**config.mk**
```make
export PLATFORM = sky130hd
export DESIGN_NAME = toggle_cell_arbiter_flat
export DESIGN_NICKNAME = d
export VERILOG_FILES = /design/src/rtl/tca_pkg.sv /design/src/rtl/toggle_cell_arbiter_if.sv /design/src/rtl/simple_module.sv /design/src/rtl/toggle_cell_arbiter.sv /design/src/flat_wrapper.sv
export SDC_FILE = /design/constraint.sdc
export NUM_CORES = 1
export LEC_CHECK = 0
export BUFFER_PORTS_ARGS = -buffer_cell sky130_fd_sc_hd__buf_2
export CAP_MARGIN = 25
export CORE_MARGIN = 5
export CORE_UTILIZATION = 55
export CTS_CLUSTER_SIZE = 14
export DETAILED_ROUTE_END_ITERATION = 6
export PLACE_DENSITY = 0.83
export SKIP_LAST_GASP = 1
export SLEW_MARGIN = 15
export SYNTH_ARGS = -nofsm -noshare
export SYNTH_HDL_FRONTEND = slang
export SYNTH_HIERARCHICAL = 1
export SYNTH_SLANG_ARGS = --single-unit
```
**constraint.sdc**
```tcl
create_clock -name clk -period 5 [get_ports clk]
set_input_delay 1.25 -clock clk [delete_from_list [all_inputs] [get_ports clk]]
set_output_delay 1.25 -clock clk [all_outputs]
set_load 0.05 [all_outputs]
```
**src/rtl/tca_pkg.sv**
```systemverilog
// Shared definitions for the toggle-cell arbiter.
// Provides the 2-bit FSM state encoding used by toggle_cell_arbiter.
package tca_pkg;

  typedef enum logic [1:0] {
    ST_IDLE   = 2'd0,
    ST_CLEAR  = 2'd1,
    ST_SHIFT  = 2'd2,
    ST_REPORT = 2'd3
  } state_t;

endpackage

```
**src/rtl/toggle_cell_arbiter_if.sv**
```systemverilog
// Requester-side bus of the toggle-cell arbiter.
// Signals:
//   req      NREQ        request per requester
//   data     NREQ*WIDTH  word i at data[i*WIDTH +: WIDTH]
//   gnt      NREQ        one-hot grant, held for the whole transaction
//   busy     1           arbiter not idle
//   done     1           one-cycle result-valid pulse
//   done_id  IDXW        requester that completed
//   parity   1           XOR of the granted word
// Modports: master = requester logic, slave = arbiter.
interface toggle_cell_arbiter_if #(
  parameter int unsigned NREQ  = 4,
  parameter int unsigned WIDTH = 8
) ();
  localparam int unsigned IDXW = $clog2(NREQ);

  logic [NREQ-1:0]       req;
  logic [NREQ*WIDTH-1:0] data;
  logic [NREQ-1:0]       gnt;
  logic                  busy;
  logic                  done;
  logic [IDXW-1:0]       done_id;
  logic                  parity;

  modport master (
    output req, data,
    input  gnt, busy, done, done_id, parity
  );

  modport slave (
    input  req, data,
    output gnt, busy, done, done_id, parity
  );

endinterface

```
**src/rtl/simple_module.sv**
```systemverilog
// Shared toggle cell: q clears while en=0, toggles by d while en=1.
// Deliberately has no reset; its owner clears it by holding en low.
// Ports:
//   clk  in   clock, rising edge
//   en   in   1: q <= q ^ d, 0: q <= 0
//   d    in   toggle input
//   q    out  cell state
module simple_module (
  input  logic clk,
  input  logic en,
  input  logic d,
  output logic q
);

  always_ff @(posedge clk) begin
    if (en) q <= q ^ d;
    else    q <= 1'b0;
  end

endmodule

```
**src/rtl/toggle_cell_arbiter.sv**
```systemverilog
// Round-robin arbiter sharing one toggle cell among NREQ requesters to
// compute the XOR reduction of the granted WIDTH-bit word, LSB first.
// Ports:
//   clk    in   clock, rising edge
//   rst_n  in   asynchronous active-low reset
//   bus    slave modport of toggle_cell_arbiter_if (req/data in,
//          gnt/busy/done/done_id/parity out)
module toggle_cell_arbiter
  import tca_pkg::*;
#(
  parameter int unsigned NREQ  = 4,
  parameter int unsigned WIDTH = 8
) (
  input logic                  clk,
  input logic                  rst_n,
  toggle_cell_arbiter_if.slave bus
);

  localparam int unsigned IDXW = $clog2(NREQ);
  localparam int unsigned CNTW = $clog2(WIDTH + 1);

  state_t           state;
  logic [NREQ-1:0]  gnt_r;
  logic             busy_r;
  logic [IDXW-1:0]  last;
  logic [IDXW-1:0]  done_id_r;
  logic [WIDTH-1:0] shreg;
  logic [CNTW-1:0]  cnt;
  logic             parity_r;

  logic [WIDTH-1:0] words [NREQ];
  logic [IDXW:0]    pick;
  logic             pick_vld;
  logic [IDXW-1:0]  pick_idx;
  logic             done_c;
  logic             cell_en;
  logic             cell_d;
  logic             cell_q;

  // First requester at or after ptr+1 (mod NREQ); returns {valid, index}.
  // Walking the offsets downward lets the nearest one overwrite the result.
  function automatic logic [IDXW:0] rr_pick(input logic [NREQ-1:0] r,
                                            input logic [IDXW-1:0] ptr);
    logic [IDXW:0]   res;
    logic [IDXW-1:0] idx;
    int unsigned     j;
    res = '0;
    for (int unsigned k = NREQ; k > 0; k--) begin
      j   = (32'(ptr) + k) % NREQ;
      idx = IDXW'(j);
      if (r[idx]) res = {1'b1, idx};
    end
    return res;
  endfunction

  // Unpack the flat data bus into per-requester words.
  always_comb begin
    for (int unsigned i = 0; i < NREQ; i++) begin
      words[i] = bus.data[i*WIDTH +: WIDTH];
    end
  end

  always_comb begin
    pick = rr_pick(bus.req, last);
  end

  assign pick_vld = pick[IDXW];
  assign pick_idx = pick[IDXW-1:0];

  // Arbitration FSM with its registered outputs.
  always_ff @(posedge clk or negedge rst_n) begin
    if (!rst_n) begin
      state     <= ST_IDLE;
      gnt_r     <= '0;
      busy_r    <= 1'b0;
      last      <= IDXW'(NREQ - 1);
      done_id_r <= '0;
      shreg     <= '0;
      cnt       <= '0;
      parity_r  <= 1'b0;
    end else begin
      case (state)
        ST_IDLE: begin
          if (pick_vld) begin
            gnt_r     <= NREQ'(1) << pick_idx;
            shreg     <= words[pick_idx];
            last      <= pick_idx;
            done_id_r <= pick_idx;
            busy_r    <= 1'b1;
            state     <= ST_CLEAR;
          end
        end
        ST_CLEAR: begin
          cnt   <= '0;
          state <= ST_SHIFT;
        end
        ST_SHIFT: begin
          shreg <= shreg >> 1;
          // Counter stops at WIDTH-1 instead of wrapping past it.
          if (cnt == CNTW'(WIDTH - 1)) state <= ST_REPORT;
          else                         cnt   <= cnt + CNTW'(1);
        end
        ST_REPORT: begin
          parity_r <= cell_q;
          gnt_r    <= '0;
          busy_r   <= 1'b0;
          state    <= ST_IDLE;
        end
        default: state <= ST_IDLE;
      endcase
    end
  end

  // Cell is cleared in every state except SHIFT.
  always_comb begin
    cell_en = (state == ST_SHIFT);
    cell_d  = shreg[0];
  end

  simple_module u_cell (
    .clk (clk),
    .en  (cell_en),
    .d   (cell_d),
    .q   (cell_q)
  );

  assign done_c      = (state == ST_REPORT);
  assign bus.gnt     = gnt_r;
  assign bus.busy    = busy_r;
  assign bus.done    = done_c;
  assign bus.done_id = done_id_r;
  // The result is visible straight from the cell during the done cycle.
  assign bus.parity  = done_c ? cell_q : parity_r;

endmodule

```
**src/flat_wrapper.sv**
```systemverilog
// flat-port wrapper written by rule: the top's interface ports become plain ports
module toggle_cell_arbiter_flat import tca_pkg::*;
#(
  parameter int unsigned NREQ  = 4,
  parameter int unsigned WIDTH = 8
)
  (clk, rst_n, bus_req, bus_data, bus_gnt, bus_busy, bus_done, bus_done_id, bus_parity);
  toggle_cell_arbiter_if #(.NREQ(NREQ), .WIDTH(WIDTH)) bus_i ();
  input logic clk;
  input logic rst_n;
  input wire logic [$bits(bus_i.req)-1:0] bus_req;
  input wire logic [$bits(bus_i.data)-1:0] bus_data;
  output wire logic [$bits(bus_i.gnt)-1:0] bus_gnt;
  output wire logic [$bits(bus_i.busy)-1:0] bus_busy;
  output wire logic [$bits(bus_i.done)-1:0] bus_done;
  output wire logic [$bits(bus_i.done_id)-1:0] bus_done_id;
  output wire logic [$bits(bus_i.parity)-1:0] bus_parity;
  assign bus_i.req = bus_req;
  assign bus_i.data = bus_data;
  assign bus_gnt = bus_i.gnt;
  assign bus_busy = bus_i.busy;
  assign bus_done = bus_i.done;
  assign bus_done_id = bus_i.done_id;
  assign bus_parity = bus_i.parity;
  toggle_cell_arbiter #(.NREQ(NREQ), .WIDTH(WIDTH)) u_core (.clk(clk), .rst_n(rst_n), .bus(bus_i));
endmodule
```
==> summary.txt, run 1 <==
Final layout
  – Post-route cell area: 1850 um^2
  – FF+latch area: 623 um^2
  – Layout cells sized above 1: 0.282
  – Nets: 261
  – Multi-input gate area: 892 um^2
  – Most frequent cells in the layout: 46 x buf_2, 22 x dfrtp_1, 14 x nor2_1
  – Most common cell after layout, fill and taps aside: buf_2
  – Diodes inserted: 0
  – Area growth syn-to-layout: 15.3%
  – Fillers: 229

CTS
  – Clk slew on worst S/H paths: 0.13 ns
  – Post-CTS setup repair buffer count: 0
  – Clock sink total: 25
  – Max clock buf depth: 2
  – Clock Latency Late Sink: 0.32 ns
  – Num CTS Buffers: 3
  – H-tree level count: 1
  – Cts hold-fix bufs: 0
  – Post-cts sizing count: 0
  – TritonCTS clock tree: yes
  – CTS root buf: clkbuf_4

Floorplan
  – Die H: 63.9 um
  – Die area: 4090 um^2
  – Core Box Area: 2780 um^2
  – Starting Density: 0.575
  – FP Rows: 19
  – Die Span X: 63.9 um
  – Num ports: 47

Synth
  – Mapped Nets: 218
  – Mux share of post-synthesis cell area: 0.0915
  – Yosys cell types: 42
  – Post-synthesis sequential area ratio: 0.389
  – EDFF count, synth: 0
  – Post-Synth Adder-Cell Area: 0.0469
  – Asr flop ratio synth: 0.960
  – Ys Warns: 6
  – Largest family of logic cells by synthesized area: compound AO/OA/AOI/OAI gates
  – Post-synthesis simple-gate area fraction: 0.176
  – FF+latch count, synth: 25
  – Post-synth design cell area: 1600 um^2
  – Mapped Cells: 174
  – Predominant post-synthesis flop cell: dfrtp_1
  – Synth Area in Compound Gates: 0.232
  – Avg Synthesized Cell Area: 9.20 um^2
  – XOR/XNOR share of the synthesized area: 0.0109

STA
  – Unrepaired setup endpoints after global routing: no
  – Time the worst path needs with I/O delays and setup: 2.90 ns
  – Slew HR: 0.357
  – Slew Limit Fails: 0
  – Setup Skew: 0.00136 ns
  – Hold Vio Cnt, Final: 0
  – Final period util: 0.580
  – Post-route setup slack: 2.10 ns
  – Hold slack: 0.524 ns
  – Least-Margin Pin Slew: 0.960 ns
  – Endpoints failing setup: 0
  – Max Freq: 0.345 GHz
  – Setup_tns: 0 ns

Critical path
  – Worst R2R Setup Slack: 2.65 ns
  – Setup Crit Path Kind: register to output pin
  – CP endpoint kind: output pin
  – CP max-delay cell: dfrtp_1
  – CP max FO: 7
  – Worst Path Arrival: 1.65 ns
  – Crit-path cells: ha_1, mux2_2, buf_2
  – Largest stage delay on the critical path: 0.42 ns
  – Crit path launch type: register
  – Sum of buffers and inverters on the critical path: 1
  – Delay-heaviest family, CP: flip-flops
  – Critical path data required time: 3.75 ns

Power and ir drop
  – Pwr dens: 610 nW/um^2
  – Leak: 0.870 nW
  – Power, Total: 1.13 mW
  – Worst VDD drop: 0.000525 V

GRT
  – First-pass GRT wire length: 6870 um
  – Antenna violations before repair: 0
  – Number of global-route vias before repair: 1,496
  – Remaining Overflow, GRT: 0
  – Pin count of the biggest net entering global routing: 25
  – GRT Util Overall: 0.208

Drt
  – WL/cell: 16.7 um
  – DR pass1 iterations: 5
  – Routed wire length: 4130 um
  – Final ANT Viol Nets: 0
  – Drc violations: 0
  – DRT iter0 DRCs: 106
  – DR vias/cell: 6.23
  – Vias after detailed routing: 1,539

Placement
  – Post-DP HPWL: 3190 um
  – Post-DP Area: 1820 um^2
  – Worst slack, placed: 1.94 ns
  – PortBufs: 46
  – GP Congestion: 0.837

Min path
  – Worst hold path type: register to register

Run status
  – Status: finished, final reports clean

Run
  – Max-cap violations: 0
per-layer routing:
layer | track usage | part of all wire | up-vias
met5 | 0 | 0 | -
met4 | 0.0468 | 0.0073 | 0
met3 | 0.0508 | 0.074 | 4
met2 | 0.340 | 0.49 | 61
met1 | 0.278 | 0.43 | 744
li1 | - | - | 730
kinds of logic (layout without fill, tap and decap cells):
kind of cell | Yosys count | in the layout
AND/OR/NAND/NOR | 58 | 58
AO/OA/AOI/OAI | 53 | 53
flip-flops | 25 | 25
buffers and inverters | 17 | 59
multiplexers | 13 | 13
adder cells (fa/ha/maj) | 6 | 6
XOR/XNOR | 2 | 2
final cells by class:
class	instances	area share
clock inverters	1	0.00271
flip-flops and latches	25	0.338
well taps	31	0.0210
multi-input cells	132	0.483
inverters	9	0.0183
clock buffers	3	0.0122
repair buffers	46	0.125
final timing paths:
kind / startpoint / to / cells past startpoint
max in group asynchronous: rst_n / u_core/last[0]$_DFFE_PN1P_ / 1
worst max-delay path: u_core/state[1]$_DFFE_PN0P_ / bus_parity / 3
worst min-delay path: u_core/parity_r$_DFF_PN0_ / u_core/parity_r$_DFF_PN0_ / 1
worst max register to register: u_core/last[1]$_DFFE_PN1P_ / u_core/shreg[3]$_DFFE_PN0P_ / 5
worst min register to register: u_core/parity_r$_DFF_PN0_ / u_core/parity_r$_DFF_PN0_ / 1
min in group asynchronous: rst_n / u_core/shreg[3]$_DFFE_PN0P_ / 1
power breakdown:
part           switching, mW  leakage (nW)  internal (mW)
Combinational          0.422         0.555          0.235
Clock                 0.0620        0.0177         0.0300
Sequential            0.0762         0.298          0.300
Total                  0.560         0.870          0.565
registers in the layout, summed over array words and instances (netlist names):
register,flops
u_core/state,2
u_core/cnt,4
u_core/bus.done_id,2
u_core/parity_r,1
u_core/shreg,8
u_core/bus.gnt,4
u_core/bus.busy,1
u_core/u_cell/q,1
u_core/last,2
per-stage QoR:
step | utilization | std cells
global placement | 0.654 | 243
finish | 0.664 | 247
CTS | 0.664 | 247
detailed placement | 0.654 | 243
global route | 0.664 | 247
floorplan | - | 174
synthesized netlist by cell type (3+ instances only):
master | n | share of area
dfrtp_1 | 22 | 0.34
nor2_1 | 14 | 0.033
a211oi_1 | 13 | 0.061
nand2_1 | 11 | 0.026
nand3_1 | 11 | 0.034
o21ai_0 | 11 | 0.034
inv_1 | 9 | 0.021
ha_1 | 6 | 0.047
mux2i_1 | 6 | 0.038
a21oi_1 | 5 | 0.016
nor2b_1 | 5 | 0.020
a221oi_1 | 4 | 0.022
a31oi_1 | 4 | 0.016
mux2_2 | 4 | 0.028
nand2b_1 | 4 | 0.016
nand4_1 | 4 | 0.016
nor3_1 | 4 | 0.013
and2_1 | 3 | 0.012
clkbuf_1 | 3 | 0.0070
o22ai_1 | 3 | 0.012
Note: power is estimated with default switching activity, not from simulation.
==> run 2: changes to the inputs <==
Settings changed: CORE_UTILIZATION 55 to 51, PLACE_DENSITY 0.83 to 0.78.
Clock period 5 ns to 2.8 ns, I/O delays scaled along.
==> run 2 against run 1 <==
Die area up 6.6%. Setup slack worse by 1.6 ns. Largest power group unchanged. Register-to-register slack worse by 2.0 ns. Sequential cell count unchanged. Clock power up 70%. Core utilization down 3.9 points. Via count down 3.8%. Critical endpoint unchanged. Critical path depth unchanged. Sequential share of layout area down 0.80 points. Cell count up 6.9%. Design area up 2.4%. Worst hold slack worse by 0.17 ns. Critical path type unchanged.
==> summary.txt, run 2 (synthesized netlist as in run 1, its figures left out) <==
Power and ir drop
  – Logic pwr share: 0.594 (was 0.584)
  – Sw Pwr: 0.979 mW (was 0.560 mW)
  – Clock Power Share: 0.077 (was 0.082)
  – Pwr dens: 1070 nW/um^2 (was 610 nW/um^2)
  – Flop pwr share: 0.329 (was 0.334)
  – Leak: 0.887 nW (was 0.870 nW)
  – Sw frac: 0.486 (was 0.498)
  – Int Pwr: 1.04 mW (was 0.565 mW)
  – Power, Total: 2.02 mW (was 1.13 mW)
  – Worst VDD drop: 0.000728 V (was 0.000525 V)

Final layout
  – Most common cell after layout, fill and taps aside: buf_2 (unchanged)
  – Multi-input gate area: 892 um^2 (unchanged)
  – Non-Filler Instances: 264 (was 247)
  – Largest reg by FF count: u_core/shreg (unchanged)
  – Fillers: 277 (was 229)
  – Diodes inserted: 0 (unchanged)
  – FF+latch area: 623 um^2 (unchanged)
  – Max FFs per register: 8 (unchanged)
  – Nets: 265 (was 261)
  – Layout cells sized above 1: 0.291 (was 0.282)
  – Area growth syn-to-layout: 18.1% (was 15.3%)
  – Most frequent cells in the layout: 46 x buf_2, 22 x dfrtp_1, 14 x nor2_1 (unchanged)

Placement
  – Post-DP HPWL: 2980 um (was 3190 um)
  – Placed Cells: 260 (was 243)
  – PortBufs: 46 (unchanged)
  – GP Congestion: 0.869 (was 0.837)

Critical path
  – CP max-delay cell: dfrtp_1 (unchanged)
  – Worst Path Arrival: 1.64 ns (was 1.65 ns)
  – Reg2reg start: u_core/last[1]$_DFFE_PN1P_ (unchanged)
  – Delay-heaviest family, CP: flip-flops (unchanged)
  – CP max FO: 7 (unchanged)
  – Worst R2R Setup Slack: 0.63 ns (was 2.65 ns)
  – Crit-path cells: ha_1, mux2_2, buf_2 (unchanged)
  – Setup Crit Path Kind: register to output pin (unchanged)
  – Largest stage delay on the critical path: 0.41 ns (was 0.42 ns)
  – Reg2reg path depth: 6 (was 5)
  – Worst reg2reg endpoint: u_core/shreg[7]$_DFFE_PN0P_ (was u_core/shreg[3]$_DFFE_PN0P_)
  – Crit path launch type: register (unchanged)
  – Sum of buffers and inverters on the critical path: 1 (unchanged)
  – CP endpoint kind: output pin (unchanged)
  – Critical path data required time: 2.10 ns (was 3.75 ns)

Floorplan
  – Core Box Area: 3030 um^2 (was 2780 um^2)
  – Die H: 66.0 um (was 63.9 um)
  – FP Rows: 20 (was 19)
  – Num ports: 47 (unchanged)
  – Die Span X: 66.0 um (was 63.9 um)
  – Starting Density: 0.529 (was 0.575)
  – Die area: 4360 um^2 (was 4090 um^2)

CTS
  – Clock sink total: 25 (unchanged)
  – CTS root buf: clkbuf_4 (unchanged)
  – Cts hold-fix bufs: 0 (unchanged)
  – Num CTS Buffers: 3 (unchanged)
  – Post-cts sizing count: 0 (unchanged)
  – H-tree level count: 1 (unchanged)
  – Clock Latency Late Sink: 0.31 ns (was 0.32 ns)
  – TritonCTS clock tree: yes (unchanged)
  – Post-CTS setup repair buffer count: 0 (unchanged)
  – Max clock buf depth: 2 (unchanged)
  – Clk slew on worst S/H paths: 0.13 ns (about the same)

STA
  – Endpoints failing setup: 0 (unchanged)
  – Time the worst path needs with I/O delays and setup: 2.34 ns
  – Least-Margin Pin Slew: 0.586 ns (was 0.960 ns)
  – Slew Limit Fails: 0 (unchanged)
  – Hold Vio Cnt, Final: 0 (unchanged)
  – Setup_tns: 0 ns (unchanged)
  – Setup Skew: 0.00481 ns (was 0.00136 ns)
  – Final period util: 0.837
  – Slew HR: 0.604 (was 0.357)
  – Hold slack: 0.349 ns (was 0.524 ns)
  – Unrepaired setup endpoints after global routing: no (unchanged)
  – Max Freq: 0.427 GHz

GRT
  – Remaining Overflow, GRT: 0 (unchanged)
  – Pin count of the biggest net entering global routing: 25 (unchanged)
  – GRT Util Overall: 0.188 (was 0.208)
  – First-pass GRT wire length: 6400 um (was 6870 um)
  – Antenna violations before repair: 0 (unchanged)
  – Number of global-route vias before repair: 1,466 (was 1,496)

Drt
  – DR pass1 iterations: 4 (was 5)
  – DRT iter0 DRCs: 62 (was 106)
  – Vias after detailed routing: 1,481 (was 1,539)
  – Routed wire length: 3810 um (was 4130 um)
  – DR vias/cell: 5.61 (was 6.23)
  – WL/cell: 14.4 um (was 16.7 um)
  – Drc violations: 0 (unchanged)
  – Final ANT Viol Nets: 0 (unchanged)

Min path
  – Worst hold path type: primary input to async pin (was register to register)

Run status
  – Status: finished, final reports clean (unchanged)

Run
  – Max-cap violations: 0 (unchanged)
-- run 2: per-layer routing --
layer,global-route usage,wire length (um),up-vias,part of all wire
li1,-,-,745,-
met1,0.250,1790,680,0.47
met2,0.304,1730,46,0.45
met3,0.0459,240,10,0.063
met4,0.0508,48,0,0.013
met5,0,0,-,0
-- run 2: how the worst max path moves through the flow --
stage	startpoint	end	slack [ns]	cells past startpoint
2_1_floorplan	u_core/state[1]$_DFFE_PN0P_	bus_parity	0.67	2
6_report	u_core/state[1]$_DFFE_PN0P_	bus_parity	0.46	3
3_3_place_gp	bus_req[3]	u_core/shreg[7]$_DFFE_PN0P_	0.51	7
4_1_cts	u_core/state[1]$_DFFE_PN0P_	bus_parity	0.42	3
5_1_grt	u_core/state[1]$_DFFE_PN0P_	bus_parity	0.35	3
3_5_place_dp	bus_req[3]	u_core/shreg[7]$_DFFE_PN0P_	0.49	7
-- run 2: through the flow --
step	worst slack, ns	utilization	cell area, um^2
2_1_floorplan	0.666	-	1600
3_3_place_gp	0.513	0.616	1860
3_5_place_dp	0.492	0.616	1860
4_1_cts	0.423	0.624	1890
5_1_grt	0.347	0.624	1890
6_report	0.456	0.624	1890
-- run 2: final cells by class --
cell class | count | share of cell area
Clock buffer | 4 | 0.0139
Inverter | 9 | 0.0179
Multi-Input combinational cell | 132 | 0.472
Sequential cell | 25 | 0.330
Tap cell | 44 | 0.0291
Timing Repair Buffer | 50 | 0.138
-- run 2: power by group through the flow --
stage | registers [mW] | logic [mW] | clock network (mW)
floorplan | 0.785 | 0.809 | 0
global placement | 0.671 | 1.18 | 0
detailed placement | 0.670 | 1.19 | 0
CTS | 0.664 | 1.20 | 0.164
global route | 0.689 | 1.33 | 0.176
finish | 0.664 | 1.20 | 0.156
==> run 3: changes to the inputs <==
Settings changed: ABC_AREA from default to 1, CORE_UTILIZATION 51 to 47, PLACE_DENSITY 0.78 to 0.74.
Clock period 2.8 ns to 1.89 ns, I/O delays scaled along.
==> run 3 against run 2 <==
The flow now finishes with violations (negative setup slack). Register-to-register slack got worse by 0.79 ns. Worst hold slack got worse by 0.17 ns. Sequential share of layout area fell by 8.8 points. Via count rose by 30%. Design area rose by 37%. Non-clock buffer count rose by 25. Core utilization rose by 8.1 points. First-iteration DRC count rose by 68%. Clock skew fell by 0.0030 ns. Routed wire length rose by 31%. Setup slack got worse by 0.62 ns.
==> summary.txt, run 3 <==
STA
  – Max Freq: 0.488 GHz
  – Setup Skew: 0.00179 ns (was 0.00481 ns)
  – Hold Vio Cnt, Final: 0 (unchanged)
  – Slew HR: 0.639 (was 0.604)
  – Hold slack: 0.176 ns (was 0.349 ns)
  – Unrepaired setup endpoints after global routing: yes (was no)
  – Slew Limit Fails: 0 (unchanged)
  – Endpoints failing setup: 13 (was 0)
  – Least-Margin Pin Slew: 0.541 ns (was 0.586 ns)
  – Time the worst path needs with I/O delays and setup: 2.05 ns
  – Post-route setup slack: -0.159 ns (was 0.456 ns)
  – Final period util: 1.08

Final layout
  – Diodes inserted: 0 (unchanged)
  – Layout cells sized above 1: 0.396 (was 0.291)
  – Max FFs per register: 8 (unchanged)
  – Most common cell after layout, fill and taps aside: nand2_1 (was buf_2)
  – Nets: 381 (was 265)
  – Most frequent cells in the layout: 102 x nand2_1, 45 x buf_2, 22 x nand3_1, 22 x dfrtp_1, 19 x nor2_1 (was 46 x buf_2, 22 x dfrtp_1, 14 x nor2_1)
  – Area growth syn-to-layout: 46.3% (was 18.1%)
  – Largest reg by FF count: u_core/shreg (unchanged)

Synth
  – EDFF count, synth: 0 (unchanged)
  – Largest family of logic cells by synthesized area: simple AND/OR/NAND/NOR gates (was compound AO/OA/AOI/OAI gates)
  – Most common cell in the synthesized netlist: nand2_1 (was dfrtp_1)
  – FF+latch count, synth: 25 (unchanged)
  – Post-Synth Adder-Cell Area: 0.0426 (was 0.0469)
  – Synth area leader: dfrtp_1 (unchanged)
  – Mux share of post-synthesis cell area: 0 (was 0.0915)
  – Synth Area in Compound Gates: 0.0709 (was 0.232)
  – Post-synthesis simple-gate area fraction: 0.438 (was 0.176)
  – Mapped Cells: 262 (was 174)
  – Avg Synthesized Cell Area: 6.73 um^2 (was 9.20 um^2)
  – Ys Warns: 6 (unchanged)
  – Yosys cell types: 31 (was 42)
  – Asr flop ratio synth: 0.960 (unchanged)
  – XOR/XNOR share of the synthesized area: 0 (was 0.0109)
  – Synth top area cells: dfrtp_1 31%, nand2_1 24%, nand3_1 6.8%, nor2_1 4.9%, ha_1 4.3% (was dfrtp_1 34%, a211oi_1 6.1%, ha_1 4.7%, mux2i_1 3.8%, nand3_1 3.4%)
  – Mapped Nets: 306 (was 218)
  – Post-synth design cell area: 1760 um^2 (was 1600 um^2)
  – Post-synthesis sequential area ratio: 0.353 (was 0.389)
  – Yosys top cell area share: 0.312 (was 0.344)
  – Most frequent cells after synthesis: 113 x nand2_1, 24 x nand3_1, 23 x nor2_1 (was 22 x dfrtp_1, 14 x nor2_1, 13 x a211oi_1)
  – Predominant post-synthesis flop cell: dfrtp_1 (unchanged)

CTS
  – H-tree level count: 1 (unchanged)
  – Num CTS Buffers: 3 (unchanged)
  – Max clock buf depth: 2 (unchanged)
  – TritonCTS clock tree: yes (unchanged)
  – Clock Latency Late Sink: 0.27 ns (was 0.31 ns)
  – CTS root buf: clkbuf_8 (was clkbuf_4)
  – Clk slew on worst S/H paths: 0.09 ns (was 0.13 ns)
  – Clock sink total: 25 (unchanged)

Critical path
  – Crit path launch type: register (unchanged)
  – Setup Crit Path Kind: register to register (was register to output pin)
  – CP max-delay cell: dfstp_2 (was dfrtp_1)
  – Crit-path cells: buf_12, nand2_1, nand2_2, nand2_2, nand2_2, buf_6, nand2_4, nand2_4, nand2_8, clkbuf_16, nand3_1, nand2_1, nand2_1, nand3_1, nand2_1, nand2_1 (was ha_1, mux2_2, buf_2)
  – Critical path data required time: 2.06 ns (was 2.10 ns)
  – Worst Path Arrival: 2.21 ns (was 1.64 ns)
  – CP max FO: 7 (unchanged)
  – Largest stage delay on the critical path: 0.60 ns (was 0.41 ns)
  – Critical Path Most Common Cell: nand2_1
  – CP endpoint kind: register (was output pin)

Drt
  – DR vias/cell: 5.01 (was 5.61)
  – DRT iter0 DRCs: 104 (was 62)
  – Vias after detailed routing: 1,925 (was 1,481)
  – DR pass1 iterations: 4 (unchanged)
  – Routed wire length: 4980 um (was 3810 um)
  – WL/cell: 13.0 um (was 14.4 um)
  – Final ANT Viol Nets: 0 (unchanged)
  – Drc violations: 0 (unchanged)

Placement
  – Worst slack, placed: -0.194 ns (was 0.492 ns)
  – Post-DP HPWL: 3120 um (was 2980 um)
  – PortBufs: 46 (unchanged)
  – GP Congestion: 0.875 (was 0.869)

Floorplan
  – Die H: 71.3 um (was 66.0 um)
  – Die Span X: 71.3 um (was 66.0 um)
  – Core Box Area: 3660 um^2 (was 3030 um^2)
  – Starting Density: 0.482 (was 0.529)
  – Die area: 5080 um^2 (was 4360 um^2)
  – FP Rows: 22 (was 20)
  – Num ports: 47 (unchanged)

Run
  – Max-cap violations: 0 (unchanged)

Run status
  – Status: complete, but fails checks (was finished, final reports clean)
  – Failing checks: negative setup slack

Min path
  – Worst hold path type: primary input to async pin (unchanged)

GRT
  – Number of global-route vias before repair: 1,786 (was 1,466)
  – First-pass GRT wire length: 7650 um (was 6400 um)
  – GRT Util Overall: 0.182 (was 0.188)
  – Remaining Overflow, GRT: 0 (unchanged)
  – Pin count of the biggest net entering global routing: 25 (unchanged)
  – Antenna violations before repair: 0 (unchanged)
==> run 3: cell families after synthesis <==
logic type,count (synthesis)
AO/OA/AOI/OAI,21
buffers and inverters,33
adder cells (fa/ha/maj),6
AND/OR/NAND/NOR,177
flip-flops,25
==> run 3: per-stage QoR <==
stage | instances | setup TNS [ns] | utilization | area [um^2]
after floorplan | 262 | 0 | - | 1760
after global placement | 359 | -1.77 | 0.573 | 2100
after detailed placement | 359 | -2.29 | 0.573 | 2100
after CTS | 375 | -0.684 | 0.653 | 2390
after global routing | 384 | -3.65 | 0.705 | 2580
final | 384 | -1.33 | 0.705 | 2580
==> run 3: worst paths after layout <==
path | from | end | slack, ns | depth (start not counted)
max | u_core/last[0]$_DFFE_PN1P_ | u_core/shreg[2]$_DFFE_PN0P_ | -0.16 | 16
min | rst_n | u_core/cnt[2]$_DFFE_PN0P_ | 0.18 | 1
max reg2reg | u_core/last[0]$_DFFE_PN1P_ | u_core/shreg[2]$_DFFE_PN0P_ | -0.16 | 16
min reg2reg | u_core/bus.done_id[1]$_DFFE_PN0P_ | u_core/bus.done_id[1]$_DFFE_PN0P_ | 0.49 | 2
max in group asynchronous | rst_n | u_core/last[0]$_DFFE_PN1P_ | 1.34 | 1
min in group clk | u_core/bus.done_id[1]$_DFFE_PN0P_ | u_core/bus.done_id[1]$_DFFE_PN0P_ | 0.49 | 2
==> run 3: repair_timing <==
item	4_1_cts	5_1_grt
endpoints found under the hold margin	0	0
hold buffers	0	0
setup endpoints to repair	16	21
pin swaps	3	11
gates cloned	2	2
setup buffers	10	7
gates resized for setup	26	25
==> run 3: metal layers <==
layer | GRT usage | up-vias | share of wire
li1 | - | 976 | -
met1 | 0.234 | 865 | 0.41
met2 | 0.308 | 74 | 0.49
met3 | 0.0421 | 10 | 0.075
met4 | 0.0459 | 0 | 0.020
met5 | 0 | - | 0
==> run 3: worst max-delay path: cells and delay by family (launching register included) <==
| kind | cells | cell delay, ns |
|---|---|---|
| simple gates | 13 | 0.92 |
| buf+inv | 3 | 0.40 |
| flops | 1 | 0.60 |
==> run 3: area by class of cell <==
class	count	area, um^2
clock buffers	3	41.3
clock inverters	1	7.51
fillers	281	1080
inverters	25	106
multi-input cells	207	1170
flip-flops and latches	25	623
well taps	48	60.1
repair buffers	75	569
Power of run 3 is not shown: default switching activity piles up to over one toggle a cycle in this logic, so the estimate is an artifact.
